File: config.mk
export PLATFORM = sky130hd
export DESIGN_NAME = uart_rx_oversampler
export DESIGN_NICKNAME = d
export VERILOG_FILES = /design/src/rtl/uart_rx_oversampler.sv
export SDC_FILE = /design/constraint.sdc
export NUM_CORES = 1
export LEC_CHECK = 0
export ABC_AREA = 1
export ABC_CLOCK_PERIOD_IN_PS = 1900
export BUFFER_PORTS_ARGS = -buffer_cell sky130_fd_sc_hd__buf_2
export CELL_PAD_IN_SITES_DETAIL_PLACEMENT = 0
export CELL_PAD_IN_SITES_GLOBAL_PLACEMENT = 1
export CORE_ASPECT_RATIO = 0.6
export CORE_MARGIN = 5
export CORE_UTILIZATION = 30
export DETAILED_ROUTE_END_ITERATION = 7
export GPL_TIMING_DRIVEN = 0
export PLACE_DENSITY = 0.69
export SKIP_CTS_REPAIR_TIMING = 1
export SLEW_MARGIN = 20
export SYNTH_ARGS = -nofsm -noshare
export SYNTH_HDL_FRONTEND = slang
export SYNTH_SLANG_ARGS = --single-unit
File: constraint.sdc
create_clock -name clock -period 1.9 [get_ports clock]
set_clock_uncertainty 0.15 [all_clocks]
set_input_delay 0.19 -clock clock [delete_from_list [all_inputs] [get_ports clock]]
set_output_delay 0.19 -clock clock [all_outputs]
set_load 0.005 [all_outputs]
File: src/rtl/uart_rx_oversampler.sv
// 16x-oversampling 8N1 UART receive deserializer with start/complete/framing-error pulses.
// Define RX_MAJORITY_EN to take each sample as the 3-tick majority of the synchronized line.
module uart_rx_oversampler #(
  parameter int unsigned CLK_DIV   = 26,
  parameter int unsigned DATA_BITS = 8
) (
  input  logic                 clock,
  input  logic                 reset,
  input  logic                 rx_in,
  output logic [DATA_BITS-1:0] rx_byte,
  output logic                 rx_start,
  output logic                 rx_complete,
  output logic                 frame_err,
  output logic                 busy
);

  localparam int unsigned DIV_W  = $clog2(CLK_DIV);
  localparam int unsigned BCNT_W = $clog2(DATA_BITS);

  typedef enum logic [2:0] {
    IDLE      = 3'd0,
    START     = 3'd1,
    DATA      = 3'd2,
    STOP      = 3'd3,
    WAIT_HIGH = 3'd4
  } state_t;

  state_t               state;
  state_t               state_next;
  logic                 rx_meta;
  logic                 rxs;
  logic [DIV_W-1:0]     div_cnt;
  logic                 tick;
  logic [3:0]           tcnt;
  logic [BCNT_W-1:0]    bcnt;
  logic [DATA_BITS-1:0] shreg;
  logic                 sample;
  logic                 start_c;
  logic                 complete_c;
  logic                 frame_err_c;

  assign tick = (div_cnt == DIV_W'(CLK_DIV - 1));

`ifdef RX_MAJORITY_EN
  // Line values from the two previous ticks; the current tick supplies the third vote.
  logic [1:0] hist;

  always_ff @(posedge clock) begin
    if (!reset) begin
      hist <= 2'b11;
    end else if (tick) begin
      hist <= {hist[0], rxs};
    end
  end

  assign sample = (hist[1] & hist[0]) | (hist[1] & rxs) | (hist[0] & rxs);
`else
  assign sample = rxs;
`endif

  // Two-flop synchronizer for the asynchronous line
  always_ff @(posedge clock) begin
    if (!reset) begin
      rx_meta <= 1'b1;
      rxs     <= 1'b1;
    end else begin
      rx_meta <= rx_in;
      rxs     <= rx_meta;
    end
  end

  // State register
  always_ff @(posedge clock) begin
    if (!reset) begin
      state <= IDLE;
    end else begin
      state <= state_next;
    end
  end

  // Next-state logic
  always_comb begin
    state_next = state;
    case (state)
      IDLE: begin
        if (!rxs) state_next = START;
      end
      START: begin
        if (tick && (tcnt == 4'd7)) state_next = sample ? IDLE : DATA;
      end
      DATA: begin
        if (tick && (tcnt == 4'd15) && (bcnt == BCNT_W'(DATA_BITS - 1))) state_next = STOP;
      end
      STOP: begin
        if (tick && (tcnt == 4'd15)) state_next = sample ? IDLE : WAIT_HIGH;
      end
      WAIT_HIGH: begin
        if (rxs) state_next = IDLE;
      end
      default: state_next = IDLE;
    endcase
  end

  // Pulse decode, registered below
  always_comb begin
    start_c     = 1'b0;
    complete_c  = 1'b0;
    frame_err_c = 1'b0;
    case (state)
      IDLE: start_c = !rxs;
      STOP: begin
        complete_c  = tick && (tcnt == 4'd15) && sample;
        frame_err_c = tick && (tcnt == 4'd15) && !sample;
      end
      default: ;
    endcase
  end

  // Tick divider, per-bit tick counter, bit counter and shift register
  always_ff @(posedge clock) begin
    if (!reset) begin
      div_cnt <= '0;
      tcnt    <= '0;
      bcnt    <= '0;
      shreg   <= '0;
    end else begin
      if (start_c || tick) begin
        div_cnt <= '0;
      end else begin
        div_cnt <= div_cnt + DIV_W'(1);
      end
      case (state)
        IDLE: begin
          tcnt <= '0;
          bcnt <= '0;
        end
        START: begin
          if (tick) tcnt <= (tcnt == 4'd7) ? 4'd0 : tcnt + 4'd1;
        end
        DATA: begin
          if (tick) begin
            tcnt <= tcnt + 4'd1;
            if (tcnt == 4'd15) begin
              shreg <= {sample, shreg[DATA_BITS-1:1]};
              bcnt  <= bcnt + BCNT_W'(1);
            end
          end
        end
        STOP: begin
          if (tick) tcnt <= tcnt + 4'd1;
        end
        default: tcnt <= '0;
      endcase
    end
  end

  // Registered outputs
  always_ff @(posedge clock) begin
    if (!reset) begin
      rx_byte     <= '0;
      rx_start    <= 1'b0;
      rx_complete <= 1'b0;
      frame_err   <= 1'b0;
      busy        <= 1'b0;
    end else begin
      rx_start    <= start_c;
      rx_complete <= complete_c;
      frame_err   <= frame_err_c;
      busy        <= (state_next != IDLE);
      if (complete_c) rx_byte <= shreg;
    end
  end

endmodule

Word level (Yosys, flattened, before mapping)
Cells that the tools add are included.
{"block": "op_classes", "addsub": 3, "mul": 0, "div_mod_pow": 0, "magnitude_cmp": 0, "eq_ne": 12, "n_shift": 0, "mux": 17, "n_bitwise": 1, "n_reduce_logical": 16}
{"operator": "3-bit 2-to-1 mux", "n": 8}
{"operator": "3-bit case mux with 5 select lines", "n": 1}
{"operator": "4-bit 2-to-1 mux", "n": 3}
{"operator": "4-bit case mux with 2 select lines", "n": 1}
{"operator": "3-bit by 2-bit == test with 1-bit output (second input constant)", "n": 2}
{"operator": "3-bit == test (second input constant)", "n": 2}
{"operator": "2-bit != test (second input constant)", "n": 3}
{"operator": "3-bit case mux with 2 select lines", "n": 1}
{"operator": "3-bit AND reduction", "n": 2}
{"operator": "5-bit by 1-bit adder with 5-bit output (second input constant)", "n": 1}
{"operator": "5-bit == test (second input constant)", "n": 1}
{"operator": "1-bit logical AND", "n": 5}
{"operator": "4-bit by 1-bit adder with 4-bit output (second input constant)", "n": 1}
{"operator": "4-bit by 3-bit == test with 1-bit output (second input constant)", "n": 1}
{"operator": "4-bit == test (second input constant)", "n": 1}
{"operator": "2-bit AND reduction", "n": 2}
{"operator": "2-bit OR reduction", "n": 2}
{"operator": "3-bit by 1-bit adder with 3-bit output (second input constant)", "n": 1}
{"operator": "3-bit by 1-bit == test with 1-bit output (second input constant)", "n": 1}
{"operator": "3-bit zero test", "n": 1}
{"operator": "3-bit nonzero test", "n": 1}
{"operator": "1-bit 2-to-1 mux", "n": 2}
{"operator": "2-bit 2-to-1 mux", "n": 1}
{"operator": "2-bit by 1-bit != test with 1-bit output (second input constant)", "n": 1}
{"operator": "4 further kinds", "n": 4}
{"block": "totals", "reg_bits": 37, "latchBits": 0, "ram_bits": 0, "mem_bits_ro": 0, "input_bits": 3, "word_cells": 61, "n_memories": 0}

Logic depth before layout (Yosys ltp)
{"block": "logic_depth", "ltp_word": 6, "depth_mapped": 11, "ltp_nobuf": 11}

Least setup slack after synthesis
Ideal clock, no wire load.
{"block": "synth_path", "kind": "register to register", "from": "register div_cnt[1]", "to": "register bcnt[2]", "setup_time_ps": 116, "arrival_ps": 1170, "required_time_ps": 1634, "slack_ps": 464, "path_stages_with_launch": 11, "path_buffers": 0, "cell_sequence": "dfxtp_1 -> inv_1 -> ha_1 -> nand2_1 -> inv_1 -> nand2_2 -> nor2_4 -> nand2_2 -> nand2_1 -> o21ai_0 -> nor2_1"}
{"block": "synth_between", "elab_chain_len": 3}
{"element": "start, declared", "line_no": "32", "text": "logic [DIV_W-1:0] div_cnt;"}
{"element": "start signal, assigned", "line_no": "130", "text": "div_cnt <= div_cnt + DIV_W'(1);"}
{"element": "5-bit == test", "line_no": "42", "text": "assign tick = (div_cnt == DIV_W'(CLK_DIV - 1));"}
{"element": "2-bit != test (no line)"}
{"element": "3-bit AND reduction (no line)"}
{"element": "end signal, assigned", "line_no": "145", "text": "bcnt <= bcnt + BCNT_W'(1);"}
{"element": "end, declared", "line_no": "35", "text": "logic [BCNT_W-1:0] bcnt;"}
Every way passes these cells.
A chain may end at the register's enable or synchronous reset.

Worst setup path after layout
{"block": "layout_path", "from": "register div_cnt[0]", "to": "register rx_byte[6]"}
{"block": "layout_between", "elab_chain_len": 4}
{"element": "5-bit == test", "line_no": "42"}
{"element": "1-bit logical AND (2 in series)", "line_no": "112", "text": "complete_c = tick && (tcnt == 4'd15) && sample;"}
{"element": "1-bit 2-to-1 mux", "line_no": "109", "text": "case (state)"}
{"element": "end signal, assigned", "line_no": "170", "text": "if (complete_c) rx_byte <= shreg;"}
{"element": "end, declared", "line_no": "10", "text": "output logic [DATA_BITS-1:0] rx_byte,"}
Every way passes these cells.

==> metrics.md <==
| Metric | Value |
|---|---|
| Chip width | `between 100 and 150 um` |
| Switch Pwr | `between 0.3 and 0.4 mW` |
| Dpl ws | `approximately 0.23 ns` |
| Hold WS | `around 0.10 ns` |
| Final Setup Violations | `0` |
| Sum Neg Setup Slack | `0 ns` |
| Synth warn | `0` |
| Largest area contributor in the netlist | `dfxtp_1` |
| Crit path required time | `just under 2 ns` |
| Layout cells sized above 1 | `between 10% and 20%` |
| Top cells by count, synth | `49 x nor2_1, 37 x dfxtp_1, 27 x nand2_1` |
| Crit-path max FO | `8` |
| Worst path slowest cell | `dfxtp_1` |
| Vias | `approximately 1,200` |
| Final Max Tran Viols | `0` |
| # clock sinks | `37` |
| Yosys top cell area share | `between 40% and 50%` |
| Yosys reg bits | `37` |
| CP Class | `reg2reg` |
| Iter 0 DRT Violations | `61` |
| Worst-path cell chain | `ha_1 > nand2_1 > nor2_2 > nand2_2 > nor3_4 > o21ai_0 > nor2_1` |
| Slew HR | `~75%` |
| Worst Tran Pin Value | `between 0.3 and 0.4 ns` |
| Post-route ant nets | `0` |
| Vias per cell | `roughly 4.2` |
| Total gr overflow | `0` |
| Effective utilization at floorplan | `30.7%` |
| WP depth | `7` |
| Clk slew on worst S/H paths | `0.07 ns` |
| Async SR Flop Fraction | `0%` |
| Crit. Startpoint | `div_cnt[0]` |
| Register area share after synthesis | `between 40% and 50%` |
| Setup crit end kind | `flip-flop` |
| Hpwl dp | `around 2300 um` |
| Hold Crit Class | `in2reg` |
| CTS tree | `yes` |
| Reg2reg start | `div_cnt[0]` |
| Nets | `roughly 230` |
| Leak Pwr | `0.861 nW` |
| Final worst setup slack | `around 0.24 ns` |
| Largest net degree at the start of global routing | `12` |
| Max Freq | `about 600 MHz` |
| Reg2reg path depth | `7` |
| Utilization after layout | `a little over a third` |
| GRT Total Usage | `11.1%` |
| Synth-to-layout area growth | `17.4%` |
| Filler cells | `between 500 and 600` |
| Mapped Avg Cell Area | `slightly below 8 um^2` |
| Chip height | `65.4 um` |
| Global-route wire length before repair | `~5700 um` |
| Crit path time final | `1.66 ns` |
| R2r setup slk | `between 0.2 and 0.25 ns` |
| CTS H-Tree Depth | `2` |
| Max_cap viols | `0` |
| Max VDD drop | `~0.33 mV` |
| Mapped Cells | `between 150 and 200` |
| Critical path's top delay family | `simple AND/OR/NAND/NOR gates` |
| RSZ-0062 raised after global routing | `no` |
| Yosys cell types | `23` |
| I/O pin total | `15` |
| CP bufs+invs | `0` |
| Switching share of total power | `approximately a fifth` |
| Number of port buffers | `14` |
| Max incr delay on CP | `0.38 ns` |
| Worst-skew pair later-pin latency | `roughly 0.28 ns` |
| Vias in the first global route | `around 1,200` |
| Final wirelength | `roughly 3200 um` |
| WP data arrival | `1.73 ns` |
| Final critical-path share of the clock period | `between 80% and 90%` |
| Drt drc | `0` |
| Placed cell area | `roughly 1700 um^2` |
| Reg power frac | `52.9%` |
| RePlAce Congestion | `roughly 0.77` |
| TritonCTS Buffers | `5` |
| Startpoint types | `flip-flop` |
| Post-synth EDFFs | `0` |
| Crit path to | `rx_byte[6]` |
| Internal power | `1.19 mW` |
| Post-Syn Area | `approximately 1500 um^2` |
| Core box area | `approximately 5000 um^2` |
| N_diodes | `0` |
| Longest Clk Path Bufs | `2` |
| Row cnt | `20` |
| Synth area leaders | `dfxtp_1 48%, nor2_1 12%, nand2_1 6.6%, o21ai_0 6.2%, inv_1 4.9%` |
| Combinational power share | `about 3.6%` |
| WL per Instance | `between 10 and 15 um` |
| Initial antenna violation count | `0` |
| Router iterations before antenna repair | `4` |
| Clock Power Share | `between 40% and 50%` |
| Final hold violation count | `0` |
| Root buffer cell | `clkbuf_8` |
| Syn_nets | `approximately 210` |
| Die area | `~6700 um^2` |
| Status | `finished, final reports clean` |
| Post-route cell area | `between 1500 and 2000 um^2` |
| Top FF cell, synth | `dfxtp_1` |
| Pwr Density | `836 nW/um^2` |
| Count leader, synth | `nor2_1` |
| Critical R2R Capture | `rx_byte[6]` |
-- cell type report --
class | count | area [um^2] | area share (%)
inverters | 22 | 82.6 | 4.58
plain buffers | 3 | 20.0 | 1.11
repair buffers | 15 | 80.1 | 4.44
multi-input cells | 137 | 692 | 38.4
clock buffers | 5 | 68.8 | 3.82
well taps | 66 | 82.6 | 4.58
flip-flops and latches | 37 | 741 | 41.1
clock inverters | 2 | 35.0 | 1.94
-- per-stage QoR --
| step | cells | total power [mW] |
|---|---|---|
| after global placement | 279 | 0.867 |
| after global routing | 287 | 1.57 |
| after floorplan | 199 | 0.849 |
| after CTS | 286 | 1.53 |
| after detailed placement | 279 | 0.868 |
| final | 287 | 1.51 |
-- kinds of logic (layout without fill, tap and decap cells) --
group / after synthesis / count (layout) / share of synthesized area, %
compound gates: 32 / 32 / 10.7
xor+xnor: 3 / 3 / 1.71
fa+ha+maj: 5 / 5 / 4.07
buf+inv: 25 / 47 / 6.68
flops: 37 / 37 / 48.2
simple gates: 97 / 97 / 28.6
-- registers in the layout (all words and copies together) (netlist names) --
name and count:
bcnt 3, busy 1, div_cnt 5, frame_err 1, rx_byte 8, rx_complete 1, rx_meta 1, rx_start 1
rxs 1, shreg 8, state 3, tcnt 4
-- cell usage in the layout, fill, tap and decap left out, drive strengths merged --
cell type	n
nor2	53
dfxtp	37
nand2	30
inv	22
o21ai	21
buf	17
a21oi	9
nand3	9
ha	5
clkbuf	5
xor2	3
or2	3
nor3	2
o21bai	1
a31oi	1
bufinv	1
clkinv	1
dlygate4sd3	1
-- routing by layer --
layer	share of wire, %	GRT usage (%)
met1	58	17.5
met2	35	13.8
met3	5.4	3.50
met4	1.1	3.44
met5	0	0
-- power groups by stage --
| stage | clock, mW | combinational [mW] | sequential (mW) |
|---|---|---|---|
| finish | 0.655 | 0.0543 | 0.797 |
| global route | 0.706 | 0.0646 | 0.798 |
| CTS | 0.675 | 0.0535 | 0.796 |
| detailed placement | 0 | 0.0529 | 0.815 |
| global placement | 0 | 0.0532 | 0.814 |
| floorplan | 0 | 0.0368 | 0.813 |
-- worst min path at each step --
stage                     endpoint  startpoint  slack (ns)  depth (start not counted)
after floorplan            rx_meta       rx_in        0.15                          1
after global placement     rx_meta       rx_in        0.23                          2
after detailed placement   rx_meta       rx_in        0.25                          2
after CTS                  rx_meta       rx_in       -0.05                          2
after global routing      state[1]       reset        0.16                          3
final                     state[2]       reset        0.10                          3
-- worst reg2reg max path, cell delays in order, from the launching register on --
cell	delay [ns]
dfxtp_1	0.38
ha_1	0.17
nand2_1	0.08
nor2_2	0.16
nand2_2	0.13
nor3_4	0.30
o21ai_0	0.13
nor2_1	0.10
Note: power is estimated with default switching activity, not from simulation.
